[config.mk]
export PLATFORM = sky130hd
export DESIGN_NAME = jk_register_sequencer_flat
export DESIGN_NICKNAME = d
export VERILOG_FILES = /design/src/rtl/jk_cmd_if.sv /design/src/rtl/jk_register_sequencer.sv /design/src/flat_wrapper.sv
export SDC_FILE = /design/constraint.sdc
export NUM_CORES = 1
export LEC_CHECK = 0
export CORE_MARGIN = 4
export CORE_UTILIZATION = 53
export DETAILED_ROUTE_END_ITERATION = 12
export PLACE_DENSITY = 0.84
export SLEW_MARGIN = 5
export SYNTH_ARGS = -nofsm -noshare
export SYNTH_HDL_FRONTEND = slang
export SYNTH_SLANG_ARGS = --single-unit
[constraint.sdc]
create_clock -name Clk -period 3.7 [get_ports Clk]
set_input_delay 0.37 -clock Clk [delete_from_list [all_inputs] [get_ports Clk]]
set_output_delay 0.37 -clock Clk [all_outputs]
set_load 0.1 [all_outputs]
[src/rtl/jk_cmd_if.sv]
// Command channel into the JK register sequencer: valid/ready handshake carrying
// the opcode, the load value and the count step total.
interface jk_cmd_if #(
    parameter int WIDTH = 4,
    parameter int CNT_W = 8
);
    logic             cmd_valid;
    logic             cmd_ready;
    logic [1:0]       cmd_op;
    logic [WIDTH-1:0] cmd_data;
    logic [CNT_W-1:0] cmd_steps;

    modport master (
        output cmd_valid,
        output cmd_op,
        output cmd_data,
        output cmd_steps,
        input  cmd_ready
    );

    modport slave (
        input  cmd_valid,
        input  cmd_op,
        input  cmd_data,
        input  cmd_steps,
        output cmd_ready
    );
endinterface

[src/rtl/jk_register_sequencer.sv]
// Command-driven sequencer for a WIDTH-bit register of JK cells: turns
// CLEAR/LOAD/COUNT_UP/COUNT_DOWN commands into per-bit J/K excitation.

module jk_cell (
    input  logic Clk,
    input  logic Rst,
    input  logic j,
    input  logic k,
    output logic q
);
    always_ff @(posedge Clk) begin
        if (!Rst)
            q <= 1'b0;
        else
            q <= (j & ~q) | (~k & q);
    end
endmodule

module jk_register_sequencer #(
    parameter int WIDTH = 4,
    parameter int CNT_W = 8
) (
    input  logic             Clk,
    input  logic             Rst,
    jk_cmd_if.slave          cmd,
    output logic [WIDTH-1:0] J,
    output logic [WIDTH-1:0] K,
    output logic [WIDTH-1:0] Q,
    output logic             busy,
    output logic             done
);
    localparam logic [1:0] OP_CLEAR = 2'b00;
    localparam logic [1:0] OP_LOAD  = 2'b01;
    localparam logic [1:0] OP_UP    = 2'b10;
    localparam logic [1:0] OP_DOWN  = 2'b11;

    typedef enum logic [1:0] {
        ST_IDLE = 2'b00,
        ST_EXEC = 2'b01,
        ST_DONE = 2'b10
    } state_t;

    state_t           state;
    logic [1:0]       op_q;
    logic [WIDTH-1:0] data_q;
    logic [CNT_W-1:0] cnt;
    logic             ready_q;
    logic             busy_q;
    logic             done_q;

    assign cmd.cmd_ready = ready_q;
    assign busy          = busy_q;
    assign done          = done_q;

    // op[1] marks the COUNT_* commands, which run for a step count instead of one cycle
    wire accept    = cmd.cmd_valid & ready_q;
    wire zero_cnt  = cmd.cmd_op[1] & (cmd.cmd_steps == '0);
    wire last_step = ~op_q[1] | (cnt == CNT_W'(1));

    always_ff @(posedge Clk) begin
        if (!Rst) begin
            state   <= ST_IDLE;
            op_q    <= OP_CLEAR;
            data_q  <= '0;
            cnt     <= '0;
            ready_q <= 1'b1;
            busy_q  <= 1'b0;
            done_q  <= 1'b0;
        end else begin
            case (state)
                ST_IDLE: begin
                    if (accept) begin
                        op_q    <= cmd.cmd_op;
                        data_q  <= cmd.cmd_data;
                        cnt     <= cmd.cmd_steps;
                        ready_q <= 1'b0;
                        busy_q  <= 1'b1;
                        if (zero_cnt) begin
                            state  <= ST_DONE;
                            done_q <= 1'b1;
                        end else begin
                            state <= ST_EXEC;
                        end
                    end
                end
                ST_EXEC: begin
                    cnt <= cnt - CNT_W'(1);
                    if (last_step) begin
                        state  <= ST_DONE;
                        done_q <= 1'b1;
                    end
                end
                ST_DONE: begin
                    state   <= ST_IDLE;
                    ready_q <= 1'b1;
                    busy_q  <= 1'b0;
                    done_q  <= 1'b0;
                end
                default: begin
                    state   <= ST_IDLE;
                    ready_q <= 1'b1;
                    busy_q  <= 1'b0;
                    done_q  <= 1'b0;
                end
            endcase
        end
    end

    // Counting toggles bit i when every lower bit is 1 (up) or 0 (down): a ripple of ANDs
    logic run;
    always_comb begin
        J   = '0;
        K   = '0;
        run = 1'b1;
        if (state == ST_EXEC) begin
            case (op_q)
                OP_CLEAR: K = '1;
                OP_LOAD: begin
                    J = data_q;
                    K = ~data_q;
                end
                default: begin
                    for (int i = 0; i < WIDTH; i++) begin
                        J[i] = run;
                        K[i] = run;
                        run  = run & ((op_q == OP_UP) ? Q[i] : ~Q[i]);
                    end
                end
            endcase
        end
    end

    for (genvar b = 0; b < WIDTH; b++) begin : g_cell
        jk_cell u_cell (
            .Clk (Clk),
            .Rst (Rst),
            .j   (J[b]),
            .k   (K[b]),
            .q   (Q[b])
        );
    end

    wire unused_down = (OP_DOWN == op_q);
endmodule

[src/flat_wrapper.sv]
// flat-port wrapper written by rule: the top's interface ports become plain ports
module jk_register_sequencer_flat 
#(
    parameter int WIDTH = 4,
    parameter int CNT_W = 8
)
  (Clk, Rst, J, K, Q, busy, done, cmd_cmd_valid, cmd_cmd_op, cmd_cmd_data, cmd_cmd_steps, cmd_cmd_ready);
  jk_cmd_if #(.WIDTH(WIDTH), .CNT_W(CNT_W)) cmd_i ();
  input  logic Clk;
  input  logic Rst;
  output logic [WIDTH-1:0] J;
  output logic [WIDTH-1:0] K;
  output logic [WIDTH-1:0] Q;
  output logic busy;
  output logic done;
  input wire logic [$bits(cmd_i.cmd_valid)-1:0] cmd_cmd_valid;
  input wire logic [$bits(cmd_i.cmd_op)-1:0] cmd_cmd_op;
  input wire logic [$bits(cmd_i.cmd_data)-1:0] cmd_cmd_data;
  input wire logic [$bits(cmd_i.cmd_steps)-1:0] cmd_cmd_steps;
  output wire logic [$bits(cmd_i.cmd_ready)-1:0] cmd_cmd_ready;
  assign cmd_i.cmd_valid = cmd_cmd_valid;
  assign cmd_i.cmd_op = cmd_cmd_op;
  assign cmd_i.cmd_data = cmd_cmd_data;
  assign cmd_i.cmd_steps = cmd_cmd_steps;
  assign cmd_cmd_ready = cmd_i.cmd_ready;
  jk_register_sequencer #(.WIDTH(WIDTH), .CNT_W(CNT_W)) u_core (.Clk(Clk), .Rst(Rst), .cmd(cmd_i), .J(J), .K(K), .Q(Q), .busy(busy), .done(done));
endmodule
# --- After elaboration in Yosys (flattened, before gate mapping) ---
# Cells that the tools add are included.
totals:
  register_bits: 23
  out_inout_bits: 15
  wordCells: 77
op_classes:
  n_addsub: 1
  n_eq_ne: 7
  n_mux: 21
  n_bitwise: 28
  reduce_logical: 9
ops:
  columns: ["op", "n"]
  rows:
  - ["case mux 4 bit (2 select lines)", 2]
  - ["case mux 8 bit (2 select lines)", 1]
  - ["bitwise AND 1 bit", 12]
  - ["inverter 1 bit", 10]
  - ["== test 8 x 1 -> 1 bit (second input constant)", 1]
  - ["logical NOT 8 bit", 1]
  - ["two-way mux 1 bit", 8]
  - ["two-way mux 4 bit", 2]
  - ["two-way mux 8 bit", 1]
  - ["AND reduction 2 bit", 4]
  - ["subtractor 8 x 1 -> 8 bit (second input constant)", 1]
  - ["two-way mux 2 bit", 3]
  - ["inequality test 2 x 1 -> 1 bit (second input constant)", 3]
  - ["case mux 1 bit (2 select lines)", 3]
  - ["OR 1 bit", 5]
  - ["== test 2 x 1 -> 1 bit (second input constant)", 2]
  - ["logical NOT 2 bit", 2]
  - ["inverter 4 bit", 1]
  - ["case mux 2 bit (2 select lines)", 1]
  - ["AND reduction 3 bit", 1]
  - ["== test 2 bit (second input constant)", 1]
  - ["nonzero test 2 bit", 1]

# --- Longest topological paths before layout ---
depth:
  ltp_word: 9
  ltp_mapped: 6

# --- Modules after synthesis ---
# From an unflattened synthesis, not the netlist that was laid out.
unflattened:
  hier_cells: 151
  hier_area_um2: 1244.9
by_module_without_submodules:
  columns: ["module", "n_inst", "cells_per_inst", "area_per_inst_um2", "seq_area_each_um2"]
  rows:
  - ["jk_register_sequencer", 1, 135, 1039.7, 380.4]
  - ["jk_cell", 4, 4, 51.3, 20.0]

# --- Least setup slack after synthesis ---
# No wires, ideal clock.
synth_path:
  kind: "register -> register"
  from: "register u_core.ready_q, in the netlist u_core.cmd.cmd_ready"
  to: "register u_core.cnt[5]"
  setup_time_ps: 115
  t_arrival_ps: 1872
  required_ps: 3585
  path_slack_ps: 1713
  path_stages_with_launch: 6
  cell_sequence: "dfxtp_1 nand2_1 or3_1 buf_2 and3_1 o21a_1"
synth_via:
  elab_chain_len: 3
synth_lines:
  columns: ["element", "line_no", "source"]
  rows:
  - ["start, declared", "jk_register_sequencer.sv:47", "logic ready_q;"]
  - ["start signal, assigned", "jk_register_sequencer.sv:66", "ready_q <= 1'b1;"]
  - ["start signal, assigned", "jk_register_sequencer.sv:76", "ready_q <= 1'b0;"]
  - ["start signal, assigned", "jk_register_sequencer.sv:95", "ready_q <= 1'b1;"]
  - ["bitwise AND 1 bit", "jk_register_sequencer.sv:56", "wire accept = cmd.cmd_valid & ready_q;"]
  - ["inequality test 2 x 1 -> 1 bit (no source line)", null, null]
  - ["AND reduction 2 bit (no source line)", null, null]
  - ["end signal, assigned", "jk_register_sequencer.sv:75", "cnt <= cmd.cmd_steps;"]
  - ["end signal, assigned", "jk_register_sequencer.sv:87", "cnt <= cnt - CNT_W'(1);"]
  - ["end, declared", "jk_register_sequencer.sv:46", "logic [CNT_W-1:0] cnt;"]
# Every way passes these cells.
# A chain may end at the register's enable or synchronous reset.

# --- Worst setup path after layout ---
layout_path:
  from: "register u_core.op_q[1]"
  to: "output J[2]"
layout_via:
  elab_chain_len: 5
  elab_cells_between_ends: 8
  cone_classes: "eq/ne: 2; mux: 4; bitwise: 1; reduce/logical: 1"
layout_lines:
  columns: ["element", "line_no", "source"]
  rows:
  - ["start, declared", "jk_register_sequencer.sv:44", "logic [1:0] op_q;"]
  - ["start signal, assigned", "jk_register_sequencer.sv:73", "op_q <= cmd.cmd_op;"]
  - ["== test 2 bit", "jk_register_sequencer.sv:126", "run = run & ((op_q == OP_UP) ? Q[i] : ~Q[i]);"]
  - ["two-way mux 1 bit", "jk_register_sequencer.sv:126", null]
  - ["bitwise AND 1 bit", "jk_register_sequencer.sv:126", null]
  - ["case mux 4 bit (2 select lines) *", "jk_register_sequencer.sv:116", "case (op_q)"]
  - ["two-way mux 4 bit *", "jk_register_sequencer.sv:115", "if (state == ST_EXEC) begin"]
  - ["end, declared", "flat_wrapper.sv:11", "output logic [WIDTH-1:0] J;"]
# Mark *: on every way between the ends. The rest lies on a longest branch, timed or not.

==> metrics.md <==
| Metric | Value |
|---|---|
| Chip Width | ~59 um |
| F_max | roughly 0.34 GHz |
| Main area contributors after synthesis | dfxtp_1, buf_4, a21oi_1 |
| Hold WS | between 0.4 and 0.5 ns |
| Crit. End Element | output pin |
| Die area | roughly 3400 um^2 |
| DR iter-0 viols | 58 |
| R2R Path End | u_core.cnt[4]$_SDFFE_PN0P_ |
| Period utilisation layout | 0.793 |
| Vias in the first global route | 1,166 |
| Worst setup path endpoint | J[2] |
| Synth warnings | 0 |
| First-pass GRT wire length | around 5300 um |
| Skew-Pair Late Insertion Delay | around 0.32 ns |
| Hold_buf cts | 0 |
| Seq pwr share | 0.472 |
| M2 GR Usage | 0.337 |
| Post-synth ARST share | 0 |
| Arr. time, crit path | 2.57 ns |
| Io pins | 32 |
| Max cap viols | 0 |
| PD cells | about 400 nW/um^2 |
| CP max FO | 12 |
| DR DRC count | 0 |
| Post-synth EDFFs | 0 |
| CTS resizes | 0 |
| Share of layout cells above drive strength 1 | 0.104 |
| Via density | 5.92 |
| Syn nets | ~190 |
| Drt first pass iters | 4 |
| Setup slack after layout | approximately 0.76 ns |
| Most used routing layer | met2 |
| Antenna cells | 0 |
| Max IR drop VDD | 371 uV |
| Status | finished, final reports clean |
| Synth cell count leaders | dfxtp_1, nand2_1, a21oi_1 |
| Most common cell in the netlist | dfxtp_1 |
| Final setup skew | about 0.0021 ns |
| Clock Power Share | 0.197 |
| H-tree depth | 1 |
| Max-slew violations | 0 |
| GR Util met3 | 0.0373 |
| Area Overhead vs Synth | 16.5% |
| Final net count | approximately 200 |
| Switching pwr | ~0.00024 W |
| Worst slew pin tran | approximately 0.97 ns |
| LEAKAGE | 0.576 nW |
| Yosys reg bits | 23 |
| Post-synthesis sequential area ratio | 0.340 |
| Pin count of the biggest net entering global routing | 19 |
| Core ar. | ~2500 um^2 |
| RSZ-0062 raised after global routing | false |
| HP Class | reg2reg |
| Fin. Hold Viols | 0 |
| Grt met1 use | 0.250 |
| Clock root buffer master | clkbuf_4 |
| Count of final setup violators | 0 |
| Placed cell area | about 1500 um^2 |
| Rows | 18 |
| Logic pwr share | 0.332 |
| Clk sink count | 23 |
| Cell count after synthesis | approximately 170 |
| CTS Buffer Depth | 2 |
| Worst r2r src | u_core.state[0]$_SDFFE_PN0P_ |
| Required time of the critical path | around 3.3 ns |
| Final Cell Area | 1580 um^2 |
| Post-route ant nets | 0 |
| Routed wire length | between 3000 and 4000 um |
| Post-synth top flop | dfxtp_1 |
| Worst slew margin | 0.352 |
| Gr usage total | 0.196 |
| Hold Crit Start | u_core.done$_SDFFE_PN0P_ |
| Avg Synthesized Cell Area | 8.05 um^2 |
| Total power draw | roughly 0.00062 W |
| Path depth of the worst reg2reg path | 4 |
| Drt wl/cell | approximately 15 um |
| Distinct cells, synth | 48 |
| Cts bufs inserted | 3 |
| Minimum clock period | between 2 and 3 ns |
| Setup Buffers After CTS | 0 |
| Crit path from | u_core.op_q[1]$_SDFFE_PN0P_ |
| Dpl hpwl | between 2000 and 2500 um |
| Gr ovfl total | 0 |
| Switching portion of total power | 0.384 |
| Routability cong. | 0.825 |
| CP Class | reg2out |
| Initial Util | 0.551 |
| Startpoint types | register |
| DIE HEIGHT | roughly 59 um |
| Reg clk slew, reported paths | approximately 0.13 ns |
| Total negative setup slack | 0 ns |
| Via Count | approximately 1,300 |
| CTS tree | done |
| Leading area contributor after synthesis | dfxtp_1 |
| Int Pwr | between 0.0003 and 0.0004 W |
| R2r setup slk | 2.08 ns |
| Port bufs | 31 |
| Mapped Area | between 1000 and 1500 um^2 |
| Dpl ws | roughly 1.1 ns |
| Antenna violations before repair | 0 |
| Post-synth top area share | 0.340 |
==> metal layers <==
metal,vias to the layer above,share of wire
met5,-,0
met3,5,0.062
met2,43,0.50
met1,596,0.42
met4,0,0.014
li1,618,-
==> cell families (layout without fill, tap and decap cells) <==
| logic type | Yosys count | in the layout | share of synthesized area |
|---|---|---|---|
| DFF | 23 | 23 | 0.340 |
| AOI/OAI and AO/OA | 45 | 45 | 0.242 |
| xor gates and xnor gates | 2 | 2 | 0.0130 |
| adders and majority gates | 2 | 2 | 0.0185 |
| and+or+nand+nor | 68 | 68 | 0.262 |
| buffers and inverters | 28 | 43 | 0.124 |
==> worst max-delay path, stage by stage (launching register included) <==
cell and delay, ns:
dfxtp_1 0.59, clkinv_2 0.15, o31ai_4 0.43, nor2_1 0.09, clkdlybuf4s50_1 0.97
==> sequential cells by signal, summed over array words and instances, names as in the netlist <==
signal	cells
u_core.op_q	2
u_core.cnt	8
u_core.state	2
u_core.done	1
u_core.busy	1
u_core.data_q	4
u_core.cmd.cmd_ready	1
u_core.g_cell.u_cell.q	4
==> layout make-up <==
| type | instances | area, um^2 |
|---|---|---|
| clock buffer | 4 | 26.3 |
| fill | 219 | 880 |
| inverter | 8 | 31.3 |
| multi-input combinational | 117 | 724 |
| sequential | 23 | 460 |
| tap | 30 | 37.5 |
| timing repair buffer | 31 | 295 |
==> worst min path at each step <==
stage	end	slack, ns	depth (start not counted)
2_1_floorplan	u_core.data_q[3]$_SDFFE_PN0P_	0.45	2
3_3_place_gp	u_core.done$_SDFFE_PN0P_	0.45	1
3_5_place_dp	u_core.busy$_SDFFE_PN0P_	0.46	1
4_1_cts	u_core.data_q[0]$_SDFFE_PN0P_	0.49	2
5_1_grt	u_core.busy$_SDFFE_PN0P_	0.52	1
6_report	u_core.done$_SDFFE_PN0P_	0.49	1
==> metrics by stage <==
step | instances | util
2_1_floorplan | 168 | -
3_3_place_gp | 209 | 0.631
3_5_place_dp | 209 | 0.631
4_1_cts | 213 | 0.642
5_1_grt | 213 | 0.642
6_report | 213 | 0.642
==> cells in the final DEF (no fill, tap or decap), types with 5 or more instances in the layout <==
cell type	count
clkdlybuf4s50_1	25
dfxtp_1	23
nand2_1	21
a21oi_1	16
nor2_1	15
nand3_1	8
inv_1	7
a31oi_1	6
buf_4	6
nor3_1	5
==> power groups by stage <==
stage                     Combinational (W)  Sequential [W]  Clock, W
after floorplan                    0.000144        0.000309         0
final                              0.000205        0.000291  0.000121
after global routing               0.000220        0.000295  0.000138
after detailed placement           0.000203        0.000296         0
after CTS                          0.000204        0.000291  0.000126
after global placement             0.000199        0.000294         0
Power figures use the tool's default switching activity.
